==> config.mk <==
export PLATFORM = sky130hd
export DESIGN_NAME = seq_detector_param
export DESIGN_NICKNAME = d
export VERILOG_FILES = /design/src/rtl/seq_detector_param.sv
export SDC_FILE = /design/constraint.sdc
export NUM_CORES = 1
export LEC_CHECK = 0
export ABC_AREA = 1
export CAP_MARGIN = 20
export CORE_AREA = 5 5 42 44
export CTS_CLUSTER_DIAMETER = 100
export DETAILED_ROUTE_END_ITERATION = 6
export DIE_AREA = 0 0 47 49
export DONT_BUFFER_PORTS = 1
export PLACE_DENSITY_LB_ADDON = 0.2
export SYNTH_ARGS = -nofsm -noshare
export SYNTH_HDL_FRONTEND = slang
export SYNTH_SLANG_ARGS = --single-unit
==> constraint.sdc <==
create_clock -name clk -period 1.7 [get_ports clk]
set_clock_uncertainty 0.15 [all_clocks]
set_input_delay 0.17 -clock clk [delete_from_list [all_inputs] [get_ports clk]]
set_output_delay 0.17 -clock clk [all_outputs]
set_load 0.005 [all_outputs]
==> src/rtl/seq_detector_param.sv <==
// Parametrised Moore serial-pattern detector with a run-time loadable pattern and per-cycle
// overlap select. Defining SEQDET_MATCH_CNT_EN builds the saturating match counter.
module seq_detector_param #(
  parameter int unsigned        SEQ_LEN = 3,
  parameter logic [SEQ_LEN-1:0] SEQ_RST = 3'b101,
  parameter int unsigned        CNT_W   = 8
) (
  input  logic               clk,
  input  logic               rst_n,
  input  logic               en,
  input  logic               x,
  input  logic               overlap,
  input  logic               load,
  input  logic [SEQ_LEN-1:0] pattern_in,
  input  logic               clr_cnt,
  output logic               y,
  output logic [CNT_W-1:0]   match_cnt
);

  localparam int unsigned FillW = $clog2(SEQ_LEN + 1);
  localparam logic [FillW-1:0] FillMax = FillW'(SEQ_LEN);

  logic [SEQ_LEN-1:0] hist_q, hist_d, hist_n;
  logic [SEQ_LEN-1:0] pattern_q, pattern_d;
  logic [FillW-1:0]   fill_q, fill_d, fill_n;
  logic               y_q, y_d;
  logic               hit;

  assign hist_n = {hist_q[SEQ_LEN-2:0], x};
  assign fill_n = (fill_q == FillMax) ? FillMax : fill_q + FillW'(1);
  // fill gates matching, so stale history after a load or hit can never fire
  assign hit    = en && !load && (fill_n == FillMax) && (hist_n == pattern_q);

  always_comb begin
    hist_d    = hist_q;
    fill_d    = fill_q;
    pattern_d = pattern_q;
    y_d       = 1'b0;
    if (load) begin
      pattern_d = pattern_in;
      fill_d    = '0;
    end else if (en) begin
      hist_d = hist_n;
      y_d    = hit;
      fill_d = (hit && !overlap) ? '0 : fill_n;
    end
  end

  always_ff @(posedge clk or negedge rst_n) begin
    if (!rst_n) begin
      hist_q    <= '0;
      fill_q    <= '0;
      pattern_q <= SEQ_RST;
      y_q       <= 1'b0;
    end else begin
      hist_q    <= hist_d;
      fill_q    <= fill_d;
      pattern_q <= pattern_d;
      y_q       <= y_d;
    end
  end

  assign y = y_q;

`ifdef SEQDET_MATCH_CNT_EN
  logic [CNT_W-1:0] cnt_q, cnt_d;

  always_comb begin
    cnt_d = cnt_q;
    if (clr_cnt) begin
      cnt_d = '0;
    end else if (hit && (cnt_q != {CNT_W{1'b1}})) begin
      cnt_d = cnt_q + CNT_W'(1);
    end
  end

  always_ff @(posedge clk or negedge rst_n) begin
    if (!rst_n) begin
      cnt_q <= '0;
    end else begin
      cnt_q <= cnt_d;
    end
  end

  assign match_cnt = cnt_q;
`else
  logic unused_clr_cnt;
  assign unused_clr_cnt = clr_cnt;
  assign match_cnt      = '0;
`endif

endmodule

==> results by group, run 1 <==
Floorplanning
  – Total die area: 0.002303 mm^2
  – Initial core utilization: 33.48%
  – Core box area: 0.001401 mm^2
  – Site row count: 14
  – Die Y: 49 um
  – Die width: 47 um
  – Top-Level Pins: 19

Min path
  – Worst hold path type: input pin to flop
  – Worst hold start: en
  – Hold EP: hist_q[1]
  – Hold path depth: 4

Clock tree
  – CTS tree: done
  – Clk sinks: 8
  – Clock transition at path regs: 60 ps
  – Setup Buffers After CTS: 0
  – Total CTS buffers: 3
  – # H-tree levels: 1
  – Clk buf depth: 2
  – Clock latency on the worst-skew pair: 250 ps
  – Root Driver: clkbuf_4

Logic synthesis
  – Synthesized area per cell: 7.568 um^2
  – Top post-synthesis cells by count: nand2_1, inv_1, buf_4
  – #FFs+latches synth: 8
  – FFs w/ async S/R, synth: 100.0%
  – Syn Inst Count: 62
  – YS warnings: 0
  – Post-Syn Area: 469.2 um^2
  – Area leader, netlist: dfrtp_1
  – Largest cells by area after synthesis: dfrtp_1, nand2_1, buf_4, dfstp_2, inv_1
  – Post-synth cell types: 14
  – Prevailing post-synth register cell: dfrtp_1
  – Seq/Total Area, Yosys: 43.20%
  – EDFF count, synth: 0
  – Most common cell in the netlist: nand2_1
  – Post-synth top area share: 32.00%

Critical path
  – Crit Path Max Fanout: 8
  – Critical path origin: load
  – Worst reg-to-reg setup slack: 230 ps
  – Critical Path RT: 1740 ps
  – Crit path top cell by count: dlygate4sd3_1
  – Setup crit end kind: flop
  – Reg2reg end: pattern_q[0]
  – Slowest stage delay, CP: 720 ps
  – R2R depth: 3
  – Critical path type: input pin to flop
  – Crit-path slowest cell: dlygate4sd3_1
  – Worst path cell trace: dlygate4sd3_1, nand2_1, o21ai_0, dlygate4sd3_1
  – Worst Path Arrival: 1610 ps
  – FF-to-FF Start: pattern_q[0]
  – Startpoint Class: input pin

Global route
  – Total GRT Usage: 9.072%
  – Initial antenna violation count: 0
  – Grt ovf: 0
  – Pin count of the biggest net entering global routing: 9
  – First-pass GRT wire length: 1.483 mm
  – Number of global-route vias before repair: 340

Flow run
  – Max-cap violation count: 0

Routing
  – Post-route DRC violation count: 0
  – Via density: 4.056
  – Met2 WL post-DR: 417 um
  – DRT met1 WL: 364 um
  – Top routing layer used: met4
  – Via count: 361
  – Final WL: 857 um
  – Met3 WL post-DR: 65 um
  – Post-DRT Antenna Nets: 0
  – Drt pass-1 iters: 4
  – Initial drt markers: 2
  – WL per Instance: 9.629 um

Placed design
  – GPL Wtd Cong: 0.7589
  – I/O Buffers: 0
  – Placed wire-length estimate: 616 um

STA
  – Hold slack: 51.98 ps
  – Max-slew violations: 0
  – Post-layout minimum cycle time: 1574 ps
  – Post-route setup TNS: 0 ps
  – RSZ-0062 raised after global routing: no
  – Final hold viol count: 0
  – Tcrit/Tclk final: 92.58%
  – Fmax: 635.4 MHz
  – # setup viols final: 0

Layout
  – Fillers: 149
  – Share of layout cells above drive strength 1: 15.07%
  – # diodes: 0
  – Fin util: 40.09%
  – Syn-to-layout area delta: 19.73%
  – # nets final: 84

Power
  – Pleak: 0.0002883 uW
  – VDD IR max: 0.0005385 V
  – Power, Total: 449.2 uW
  – Power Dens Cells: 799.6 mW/mm^2

Status
  – Status: finished, final reports clean
what timing repair did:
| action | in CTS | in global routing |
|---|---|---|
| hold buffers | 8 | 0 |
| endpoints found under the hold margin | 15 | 0 |
| resized for setup | 0 | 0 |
cells in the final DEF (no fill, tap or decap), drive strengths merged:
cell type,count
nand2,21
inv,10
conb,8
dlygate4sd3,8
dfrtp,6
nor2,6
o21ai,5
clkbuf,4
dfstp,2
and2,1
nand3,1
a21oi,1
cells by family after synthesis:
| family | Yosys count | share of synthesized area (%) |
|---|---|---|
| buffers and inverters | 18 | 20.80 |
| other | 1 | 0.7992 |
| AND/OR/NAND/NOR | 29 | 28.00 |
| flip-flops | 8 | 43.20 |
| AO/OA/AOI/OAI | 6 | 7.199 |
layer usage:
metal / vias up / GRT usage (%)
met5: - / 0
met4: 0 / 1.382
met3: 2 / 5.904
met2: 10 / 13.12
met1: 158 / 11.43
li1: 191 / -
area by class of cell:
cell class | count | area (um^2) | area share [%]
flip-flops and latches | 8 | 202.7 | 36.08
multi-input cells | 43 | 195.2 | 34.74
repair buffers | 8 | 80.08 | 14.25
inverters | 10 | 37.54 | 6.682
clock buffers | 4 | 26.28 | 4.677
well taps | 16 | 20.02 | 3.563
where the power goes:
group | total, uW | switching, uW | internal [uW]
combinational | 72.1 | 40.9 | 31.2
sequential | 222 | 11.2 | 211
clock | 155 | 65.0 | 89.8
metrics by stage:
| step | cell area, um^2 | cells | setup WS (ps) |
|---|---|---|---|
| after floorplan | 495.5 | 69 | 507.3 |
| final | 561.8 | 89 | 126.2 |
| after global routing | 561.8 | 89 | 9.269 |
| after global placement | 455.4 | 77 | 447.0 |
| after detailed placement | 455.4 | 77 | 442.5 |
| after CTS | 561.8 | 89 | 136.2 |
sequential cells by signal, indices dropped and copies added, names as in the netlist:
register	count
pattern_q	3
y	1
fill_q	2
hist_q	2
worst max path at each step:
stage	end
finish	pattern_q[0]
global placement	fill_q[1]
global route	pattern_q[0]
CTS	pattern_q[0]
detailed placement	fill_q[1]
floorplan	fill_q[0]
worst max-delay path, delay by kind of cell:
family / cells / cell delay (ps)
AOI/OAI and AO/OA: 1 / 80
buffers and inverters: 2 / 1280
and+or+nand+nor: 1 / 80
Note: power is estimated with default switching activity, not from simulation.
==> inputs of run 2 (changes only) <==
--- a/config.mk
+++ b/config.mk
@@ -7,6 +7,8 @@
 export LEC_CHECK = 0
 export ABC_AREA = 1
 export CAP_MARGIN = 20
+export CELL_PAD_IN_SITES_DETAIL_PLACEMENT = 1
+export CELL_PAD_IN_SITES_GLOBAL_PLACEMENT = 1
 export CORE_AREA = 5 5 42 44
 export CTS_CLUSTER_DIAMETER = 100
 export DETAILED_ROUTE_END_ITERATION = 6
==> results by group, run 2 (same netlist as run 1, synthesis figures left out) <==
Status
  – Status: finished, final reports clean

Clock tree
  – Clk sinks: 8
  – Clock transition at path regs: 50 ps
  – CTS tree: done
  – Post-cts gate resize count: 0
  – Total CTS buffers: 3
  – Root Driver: clkbuf_4
  – Clk buf depth: 2
  – # H-tree levels: 1
  – Clock latency on the worst-skew pair: 250 ps

Power
  – Logic pwr share: 16.6%
  – Power Dens Cells: 794.0 mW/mm^2
  – Switching Share: 27.07%
  – VDD IR max: 0.0002989 V
  – Clock Power Share: 33.2%
  – Power, Total: 443.1 uW
  – Switching pwr: 120.0 uW
  – Int Pwr: 323.1 uW
  – Sequential Power Share: 50.2%
  – Pleak: 0.0002871 uW

Routing
  – Post-DRT Antenna Nets: 0
  – Post-route DRC violation count: 0
  – Via density: 4.352
  – WL per Instance: 11.09 um
  – Final WL: 976 um
  – Via count: 383
  – Initial drt markers: 6
  – Drt pass-1 iters: 2

Layout
  – # diodes: 0
  – Fillers: 182
  – Max reg flops: 3
  – Largest reg by FF count: pattern_q
  – Share of layout cells above drive strength 1: 15.28%
  – # nets final: 84
  – FF/Latch Area: 202.7 um^2
  – Syn-to-layout area delta: 18.93%
  – Most common cell after layout, fill and taps aside: nand2_1
  – Top flop regs: pattern_q (3), fill_q (2), hist_q (2)
  – Fin util: 39.82%
  – Commonest cells after routing, fill and taps aside: nand2_1, inv_1, conb_1, dlygate4sd3_1, dfrtp_1
  – Multi-input logic area: 195.2 um^2
  – Fin cells: 88

STA
  – Post-route setup TNS: 0 ps
  – RSZ-0062 raised after global routing: no
  – # setup viols final: 0
  – Final hold viol count: 0
  – Tcrit/Tclk final: 92.65%
  – Post-layout minimum cycle time: 1575 ps
  – Max-slew violations: 0
  – Hold slack: 62.97 ps
  – Fmax: 634.9 MHz

Floorplanning
  – Die width: 47 um
  – Top-Level Pins: 19
  – Die Y: 49 um
  – Total die area: 0.002303 mm^2
  – Core box area: 0.001401 mm^2
  – Initial core utilization: 33.48%
  – Site row count: 14

Global route
  – Pin count of the biggest net entering global routing: 9
  – Number of global-route vias before repair: 420
  – Grt ovf: 0
  – Initial antenna violation count: 0
  – First-pass GRT wire length: 1.718 mm
  – Total GRT Usage: 10.50%

Critical path
  – Reg2reg end: pattern_q[0]
  – Setup crit end kind: flop
  – Critical path type: input pin to flop
  – Worst Path Arrival: 1600 ps
  – Crit Path Max Fanout: 8
  – FF-to-FF Start: pattern_q[0]
  – Critical Path RT: 1720 ps
  – Startpoint Class: input pin
  – R2R depth: 3
  – Worst reg-to-reg setup slack: 230 ps

Placed design
  – Placed wire-length estimate: 747.6 um
  – GPL Wtd Cong: 0.6673
  – Placed Instances: 77
  – I/O Buffers: 0

Min path
  – Worst hold start: en
  – Hold path depth: 4
  – Hold EP: hist_q[0]
  – Worst hold path type: input pin to flop

Flow run
  – Max-cap violation count: 0
run 2: cell count changes in the layout (fill, tap and decap cells not counted):
cell,previous run,this run
clkbuf_1,1,0
run 2: per-stage QoR:
stage	cell area, um^2	setup WS (ps)
floorplan	495.5	507.3
global placement	455.4	437.3
detailed placement	455.4	406.2
CTS	558.0	138.4
global route	558.0	82.20
finish	558.0	125.0
run 2: power groups by stage:
stage	Combinational (uW)	Sequential, uW	Clock [uW]
after global routing	85.1	226	170
after detailed placement	51.8	227	0
final	73.5	223	147
after CTS	74.6	224	155
after global placement	50.4	225	0
after floorplan	57.2	223	0
run 2: worst max path at each step:
stage	from	endpoint	slack, ps
after global placement	pattern_q[2]	fill_q[1]	440
after detailed placement	pattern_q[2]	fill_q[0]	410
final	load	pattern_q[0]	120
after CTS	load	pattern_q[0]	140
after global routing	load	pattern_q[0]	80
after floorplan	pattern_q[2]	fill_q[0]	510
run 2: area by class of cell:
class	instances	share of cell area [%]
Clock buffer	3	4.036
Inverter	10	6.726
Multi-Input combinational cell	43	34.98
Sequential cell	8	36.32
Tap cell	16	3.587
Timing Repair Buffer	8	14.35
run 2: repair_timing:
action	CTS	global route
hold buffers	8	0
hold endpoints to repair	15	0
buffers inserted	0	0
endpoints found under the setup margin	0	0
run 2: metal layers:
metal	wire length [um]	GRT usage, %	up-vias
li1	-	-	188
met2	481	16.29	10
met1	417	11.46	183
met3	68	3.690	2
met5	0	0	-
met4	9	6.912	0
run 2: worst max-delay path: stages:
cell and delay [ps]:
dlygate4sd3_1 720, o21ai_0 140, dlygate4sd3_1 570
